File: config.mk
export PLATFORM = sky130hd
export DESIGN_NAME = hpdcache_cfg_ctrl
export DESIGN_NICKNAME = d
export VERILOG_FILES = /design/src/rtl/hpdcache_cfg_ctrl.sv
export SDC_FILE = /design/constraint.sdc
export NUM_CORES = 1
export LEC_CHECK = 0
export BUFFER_PORTS_ARGS = -buffer_cell sky130_fd_sc_hd__buf_2
export CORE_ASPECT_RATIO = 1.1
export CORE_MARGIN = 4
export CORE_UTILIZATION = 30
export CTS_CLUSTER_DIAMETER = 50
export DETAILED_ROUTE_END_ITERATION = 6
export GPL_TIMING_DRIVEN = 1
export PLACE_DENSITY = 0.6
export SYNTH_ARGS = -nofsm -noshare
export SYNTH_HDL_FRONTEND = slang
export SYNTH_SLANG_ARGS = --single-unit
File: constraint.sdc
create_clock -name clk_i -period 3.4 [get_ports clk_i]
set_input_delay 0.68 -clock clk_i [delete_from_list [all_inputs] [get_ports clk_i]]
set_output_delay 0.68 -clock clk_i [all_outputs]
set_load 0.01 [all_outputs]
File: src/rtl/hpdcache_cfg_ctrl.sv
// Runtime configuration block for the HPDcache: software writes go to shadow registers,
// which are copied to the active registers on APPLY once the cache has drained and stayed idle.
module hpdcache_cfg_ctrl #(
  parameter int unsigned WBUF_TIMECNT_WIDTH = 4,
  parameter int unsigned RTAB_ENTRIES       = 8,
  parameter int unsigned MSHR_WAYS          = 2,
  parameter int unsigned QUIESCE_CYCLES     = 4,
  parameter int unsigned TIMEOUT_CYCLES     = 64,
  parameter int unsigned DATA_WIDTH         = 32
) (
  input  logic                                  clk_i,
  input  logic                                  rst_ni,
  input  logic                                  cfg_req_valid_i,
  output logic                                  cfg_req_ready_o,
  input  logic                                  cfg_req_we_i,
  input  logic [1:0]                            cfg_req_addr_i,
  input  logic [DATA_WIDTH-1:0]                 cfg_req_wdata_i,
  output logic                                  cfg_rsp_valid_o,
  output logic [DATA_WIDTH-1:0]                 cfg_rsp_rdata_o,
  output logic                                  cfg_rsp_error_o,
  input  logic                                  cache_idle_i,
  output logic                                  cache_hold_o,
  output logic [WBUF_TIMECNT_WIDTH-1:0]         cfg_wbuf_threshold_o,
  output logic                                  cfg_wbuf_rst_on_write_o,
  output logic [$clog2(RTAB_ENTRIES+1)-1:0]     cfg_rtab_limit_o,
  output logic [MSHR_WAYS-1:0]                  cfg_mshr_ways_mask_o,
  output logic                                  cfg_updated_o
);

  localparam int unsigned LIMIT_W = $clog2(RTAB_ENTRIES+1);
  localparam int unsigned CNT_W   = $clog2(TIMEOUT_CYCLES+1);

  localparam logic [1:0] ADDR_CTRL  = 2'd0;
  localparam logic [1:0] ADDR_WBUF  = 2'd1;
  localparam logic [1:0] ADDR_RTAB  = 2'd2;
  localparam logic [1:0] ADDR_MSHR  = 2'd3;

  typedef enum logic [1:0] {
    ST_IDLE,
    ST_DRAIN,
    ST_APPLY
  } state_t;

  state_t                        state_q;
  logic [CNT_W-1:0]              idle_cnt_q;
  logic [CNT_W-1:0]              tmo_cnt_q;
  logic                          timeout_q;

  logic                          sh_rst_on_write_q;
  logic [WBUF_TIMECNT_WIDTH-1:0] sh_threshold_q;
  logic [LIMIT_W-1:0]            sh_rtab_limit_q;
  logic [MSHR_WAYS-1:0]          sh_mshr_mask_q;

  logic                          accept;
  logic                          wr_err;
  logic                          apply_req;
  logic [DATA_WIDTH-1:0]         rd_data;

  function automatic logic [CNT_W-1:0] sat_inc(input logic [CNT_W-1:0] v);
    return (v == '1) ? v : v + CNT_W'(1);
  endfunction

  assign cfg_req_ready_o = (state_q == ST_IDLE);
  assign cache_hold_o    = (state_q != ST_IDLE);
  assign accept          = cfg_req_valid_i & cfg_req_ready_o;
  assign apply_req       = accept & cfg_req_we_i & (cfg_req_addr_i == ADDR_CTRL) & cfg_req_wdata_i[1];

  always_comb begin
    wr_err = 1'b0;
    if (cfg_req_we_i) begin
      case (cfg_req_addr_i)
        ADDR_RTAB: wr_err = (cfg_req_wdata_i == '0) ||
                            (cfg_req_wdata_i > DATA_WIDTH'(RTAB_ENTRIES));
        ADDR_MSHR: wr_err = (cfg_req_wdata_i[MSHR_WAYS-1:0] == '0);
        default:   wr_err = 1'b0;
      endcase
    end
  end

  // Reads always reflect the shadow copy, so software sees what the next APPLY will install.
  always_comb begin
    rd_data = '0;
    case (cfg_req_addr_i)
      ADDR_CTRL: begin
        rd_data[0] = sh_rst_on_write_q;
        rd_data[2] = (state_q != ST_IDLE);
        rd_data[3] = timeout_q;
      end
      ADDR_WBUF: rd_data[WBUF_TIMECNT_WIDTH-1:0] = sh_threshold_q;
      ADDR_RTAB: rd_data[LIMIT_W-1:0]            = sh_rtab_limit_q;
      ADDR_MSHR: rd_data[MSHR_WAYS-1:0]          = sh_mshr_mask_q;
      default:   rd_data = '0;
    endcase
  end

  always_ff @(posedge clk_i) begin
    if (!rst_ni) begin
      state_q                 <= ST_IDLE;
      idle_cnt_q              <= '0;
      tmo_cnt_q               <= '0;
      timeout_q               <= 1'b0;
      sh_rst_on_write_q       <= 1'b1;
      sh_threshold_q          <= WBUF_TIMECNT_WIDTH'(3);
      sh_rtab_limit_q         <= LIMIT_W'(RTAB_ENTRIES);
      sh_mshr_mask_q          <= '1;
      cfg_wbuf_rst_on_write_o <= 1'b1;
      cfg_wbuf_threshold_o    <= WBUF_TIMECNT_WIDTH'(3);
      cfg_rtab_limit_o        <= LIMIT_W'(RTAB_ENTRIES);
      cfg_mshr_ways_mask_o    <= '1;
      cfg_rsp_valid_o         <= 1'b0;
      cfg_rsp_rdata_o         <= '0;
      cfg_rsp_error_o         <= 1'b0;
      cfg_updated_o           <= 1'b0;
    end else begin
      cfg_rsp_valid_o <= accept;
      cfg_rsp_rdata_o <= '0;
      cfg_rsp_error_o <= 1'b0;
      cfg_updated_o   <= 1'b0;

      if (accept) begin
        if (cfg_req_we_i) begin
          cfg_rsp_error_o <= wr_err;
          if (!wr_err) begin
            case (cfg_req_addr_i)
              ADDR_CTRL: begin
                sh_rst_on_write_q <= cfg_req_wdata_i[0];
                if (cfg_req_wdata_i[3]) timeout_q <= 1'b0;
              end
              ADDR_WBUF: sh_threshold_q  <= cfg_req_wdata_i[WBUF_TIMECNT_WIDTH-1:0];
              ADDR_RTAB: sh_rtab_limit_q <= cfg_req_wdata_i[LIMIT_W-1:0];
              ADDR_MSHR: sh_mshr_mask_q  <= cfg_req_wdata_i[MSHR_WAYS-1:0];
              default: ;
            endcase
          end
        end else begin
          cfg_rsp_rdata_o <= rd_data;
        end
      end

      case (state_q)
        ST_IDLE: begin
          if (apply_req) begin
            state_q    <= ST_DRAIN;
            idle_cnt_q <= '0;
            tmo_cnt_q  <= '0;
          end
        end
        ST_DRAIN: begin
          idle_cnt_q <= cache_idle_i ? sat_inc(idle_cnt_q) : '0;
          tmo_cnt_q  <= sat_inc(tmo_cnt_q);
          // Quiescence is checked first so a drain completing on the last allowed cycle still applies.
          if (cache_idle_i && (idle_cnt_q == CNT_W'(QUIESCE_CYCLES - 1))) begin
            state_q <= ST_APPLY;
          end else if (tmo_cnt_q == CNT_W'(TIMEOUT_CYCLES - 1)) begin
            state_q   <= ST_IDLE;
            timeout_q <= 1'b1;
          end
        end
        ST_APPLY: begin
          cfg_wbuf_rst_on_write_o <= sh_rst_on_write_q;
          cfg_wbuf_threshold_o    <= sh_threshold_q;
          cfg_rtab_limit_o        <= sh_rtab_limit_q;
          cfg_mshr_ways_mask_o    <= sh_mshr_mask_q;
          cfg_updated_o           <= 1'b1;
          state_q                 <= ST_IDLE;
        end
        default: state_q <= ST_IDLE;
      endcase
    end
  end

endmodule

==> impl_metrics.toml <==
[status]
outcome = "finished clean"

[critical_path]
criticalPathCategory = "reg2reg"
path_max_fanout = 12
cp.arrival_ns = 2.02
startpoint_type = "flip-flop"
crit_path_end_kind = "flip-flop"
required_ns = 3.58

[floorplan]
die_y_um = 99.4
rows = 33
ios = 87
coreArea_um2 = 7430
start_util_pct = 30.6
die-area_um2 = 9050
die_w_um = 91.1

[logic_synthesis]
synth_top_area_share_pct = 40.4
ys_seq_elements = 46
yosysTopAreaCell = "dfxtp_1"
ys.warnings.count = 0
synth_area_leaders = "dfxtp_1 40%, buf_4 9.2%, nand2_1 7.7%, mux2i_1 5.3%, nor2_1 4.8%"
syn-mean-instance-area_um2 = 8.47
synth_edf_count = 0
yosysMostFrequentCell = "nand2_1"
ys.flop_type = "dfxtp_1"
synth.distinct_cells = 40
ys_seq_area_share_pct = 40.4
syn-cell-area_um2 = 2280
syn_inst = 269
synth_commonest_cells = "47 x nand2_1, 46 x dfxtp_1, 29 x nor2_1"
async_flop_share_pct = 0

[clock_tree]
insertion_delay_ns = 0.30
clkTransAtPathRegs_ns = 0.09
cts_setup_buffers = 0
cts-root-buf = "clkbuf_8"
h-tree-depth = 2
numClockSinks = 46
cts_hold_buffers = 0
clockBufferDepth = 2
cts_buffers = 5
cts_tree = "yes"
ctsResizeCount = 0

[routing]
drtIter0Drc = 49
post_drt_wl_per_cell_um = 12.0
wl_met3_um = 278
drc_errors = 0
first_pass_iters = 4
num_vias = 1882
route.met2.wl_um = 2490
highest_layer = "met4"
postRouteAntennaNets = 0
met1_length_um = 2090
via_per_inst = 4.57
routed_wirelength_um = 4950

[placed_design]
place_congestion = 0.814
dp.cells = 404
io_buffer_count = 58
hpwl_um = 3810

[layout]
fin_cells = 412
synthToLayoutAreaGrowth_pct = 14.7
drive_above_1_share_pct = 23.4
nets = 365
fillCellCount = 816
utilization_pct = 35.2
num_antenna_cells = 0

[pwr]
p_seq_share_pct = 56.7
p_switching_mw = 0.241
p_int_mw = 0.720
power_leakage_nw = 1.14
p_comb_share_pct = 8.8
swShare_pct = 25.1
pwr-share-clk_pct = 34.5
power.density_nw_per_um2 = 368
ir_drop_v = 0.000143
finalPower_mw = 0.962

[timing]
maxSlewViolCount = 0
skew_ns = 0.00833
fmax_mhz = 544
tns_ns = 0
tightest_slew_ns = 0.817
period_minus_slack_ns = 1.84
maxSlewHeadroom_pct = 45.1
rsz0062_at_grt = "no"
setup_viol = 0
hold_viol = 0
finalCritPeriodShare_pct = 54.0

[global_route]
antenna_found_initial = 0
grt_overflow = 0
grt_usage_pct = 11.3
grt_max_degree = 38
grt_first_pass_wirelength_um = 8280
grt_pass1_vias = 1799

[min_path]
hp-class = "reg2reg"

[run]
maxCapViolCount = 0
[registers in the layout (all words and copies together), names as in the netlist]
signal	count
cfg_rtab_limit_o	4
cfg_wbuf_rst_on_write_o	1
cfg_updated_o	1
sh_mshr_mask_q	2
timeout_q	1
cfg_rsp_rdata_o	4
idle_cnt_q	7
cfg_rsp_error_o	1
state_q	2
cfg_wbuf_threshold_o	4
tmo_cnt_q	7
cfg_mshr_ways_mask_o	2
sh_threshold_q	4
sh_rtab_limit_q	4
cfg_rsp_valid_o	1
sh_rst_on_write_q	1
[path summary, 6_finish.rpt]
check / startpoint / end / slack (ns) / cells past startpoint
worst max-delay path: state_q[0]$_SDFFE_PN0P_ / idle_cnt_q[2]$_SDFFE_PN0P_ / 1.56 / 5
worst min-delay path: cfg_wbuf_threshold_o[1]$_SDFFE_PN1P_ / cfg_wbuf_threshold_o[1]$_SDFFE_PN1P_ / 0.46 / 2
worst max register to register: state_q[0]$_SDFFE_PN0P_ / idle_cnt_q[2]$_SDFFE_PN0P_ / 1.56 / 5
worst min register to register: cfg_wbuf_threshold_o[1]$_SDFFE_PN1P_ / cfg_wbuf_threshold_o[1]$_SDFFE_PN1P_ / 0.46 / 2
[routing by layer]
layer  vias to the layer above  track usage [%]
li1                        962                -
met1                       867             13.2
met2                        45             20.1
met3                         8             2.80
met4                         0             4.18
met5                         -                0
[layout by cell type, fill, tap and decap left out, drive strengths merged, types with 2 or more instances in the layout]
cell	instances
buf	58
nand2	47
dfxtp	46
nor2	29
conb	28
nand3	14
mux2i	12
nor2b	11
nor3	10
nor4	10
xnor2	8
a21boi	7
clkbuf	6
a21oi	4
o21ai	3
nand2b	3
nor4b	2
nor3b	2
nand4	2
or2	2
ha	2
a31oi	2
clkinv	2
[cell families after synthesis]
logic type | after synthesis | synth area share (%)
other cells | 1 | 0.165
buf+inv | 38 | 11.2
xor+xnor | 9 | 3.46
flops | 46 | 40.4
simple gates | 137 | 30.0
mux | 14 | 6.76
fa+ha+maj | 2 | 1.10
compound gates | 22 | 6.87
[worst max-delay path: stages, from the launching register on]
cell	delay, ns
dfxtp_1	0.46
and4bb_2	0.29
a31oi_2	0.58
nor3b_1	0.15
xnor2_1	0.18
nor2_1	0.06
[power by group through the flow]
stage	registers [mW]	logic, mW	clock network (mW)
floorplan	0.558	0.0732	0
global placement	0.558	0.0837	0
detailed placement	0.558	0.0845	0
CTS	0.545	0.0847	0.343
global route	0.546	0.0949	0.369
finish	0.545	0.0847	0.332
[through the flow]
| stage | instance area (um^2) | hold slack, ns | setup slack [ns] |
|---|---|---|---|
| floorplan | 2380 | 0.448 | 1.64 |
| global placement | 2530 | 0.448 | 1.28 |
| detailed placement | 2530 | 0.451 | 1.24 |
| CTS | 2610 | 0.469 | 1.54 |
| global route | 2610 | 0.489 | 1.34 |
| finish | 2610 | 0.464 | 1.56 |
[final cells by class]
| cell class | instances | area, um^2 | share of cell area, % |
|---|---|---|---|
| clock inverter | 2 | 13.8 | 0.527 |
| clock buffer | 6 | 72.6 | 2.78 |
| multi-input combinational | 212 | 1200 | 46.0 |
| tap | 87 | 109 | 4.17 |
| sequential | 46 | 921 | 35.2 |
| timing repair buffer | 58 | 290 | 11.1 |
| inverter | 1 | 3.75 | 0.144 |
Note: power is estimated with default switching activity, not from simulation.
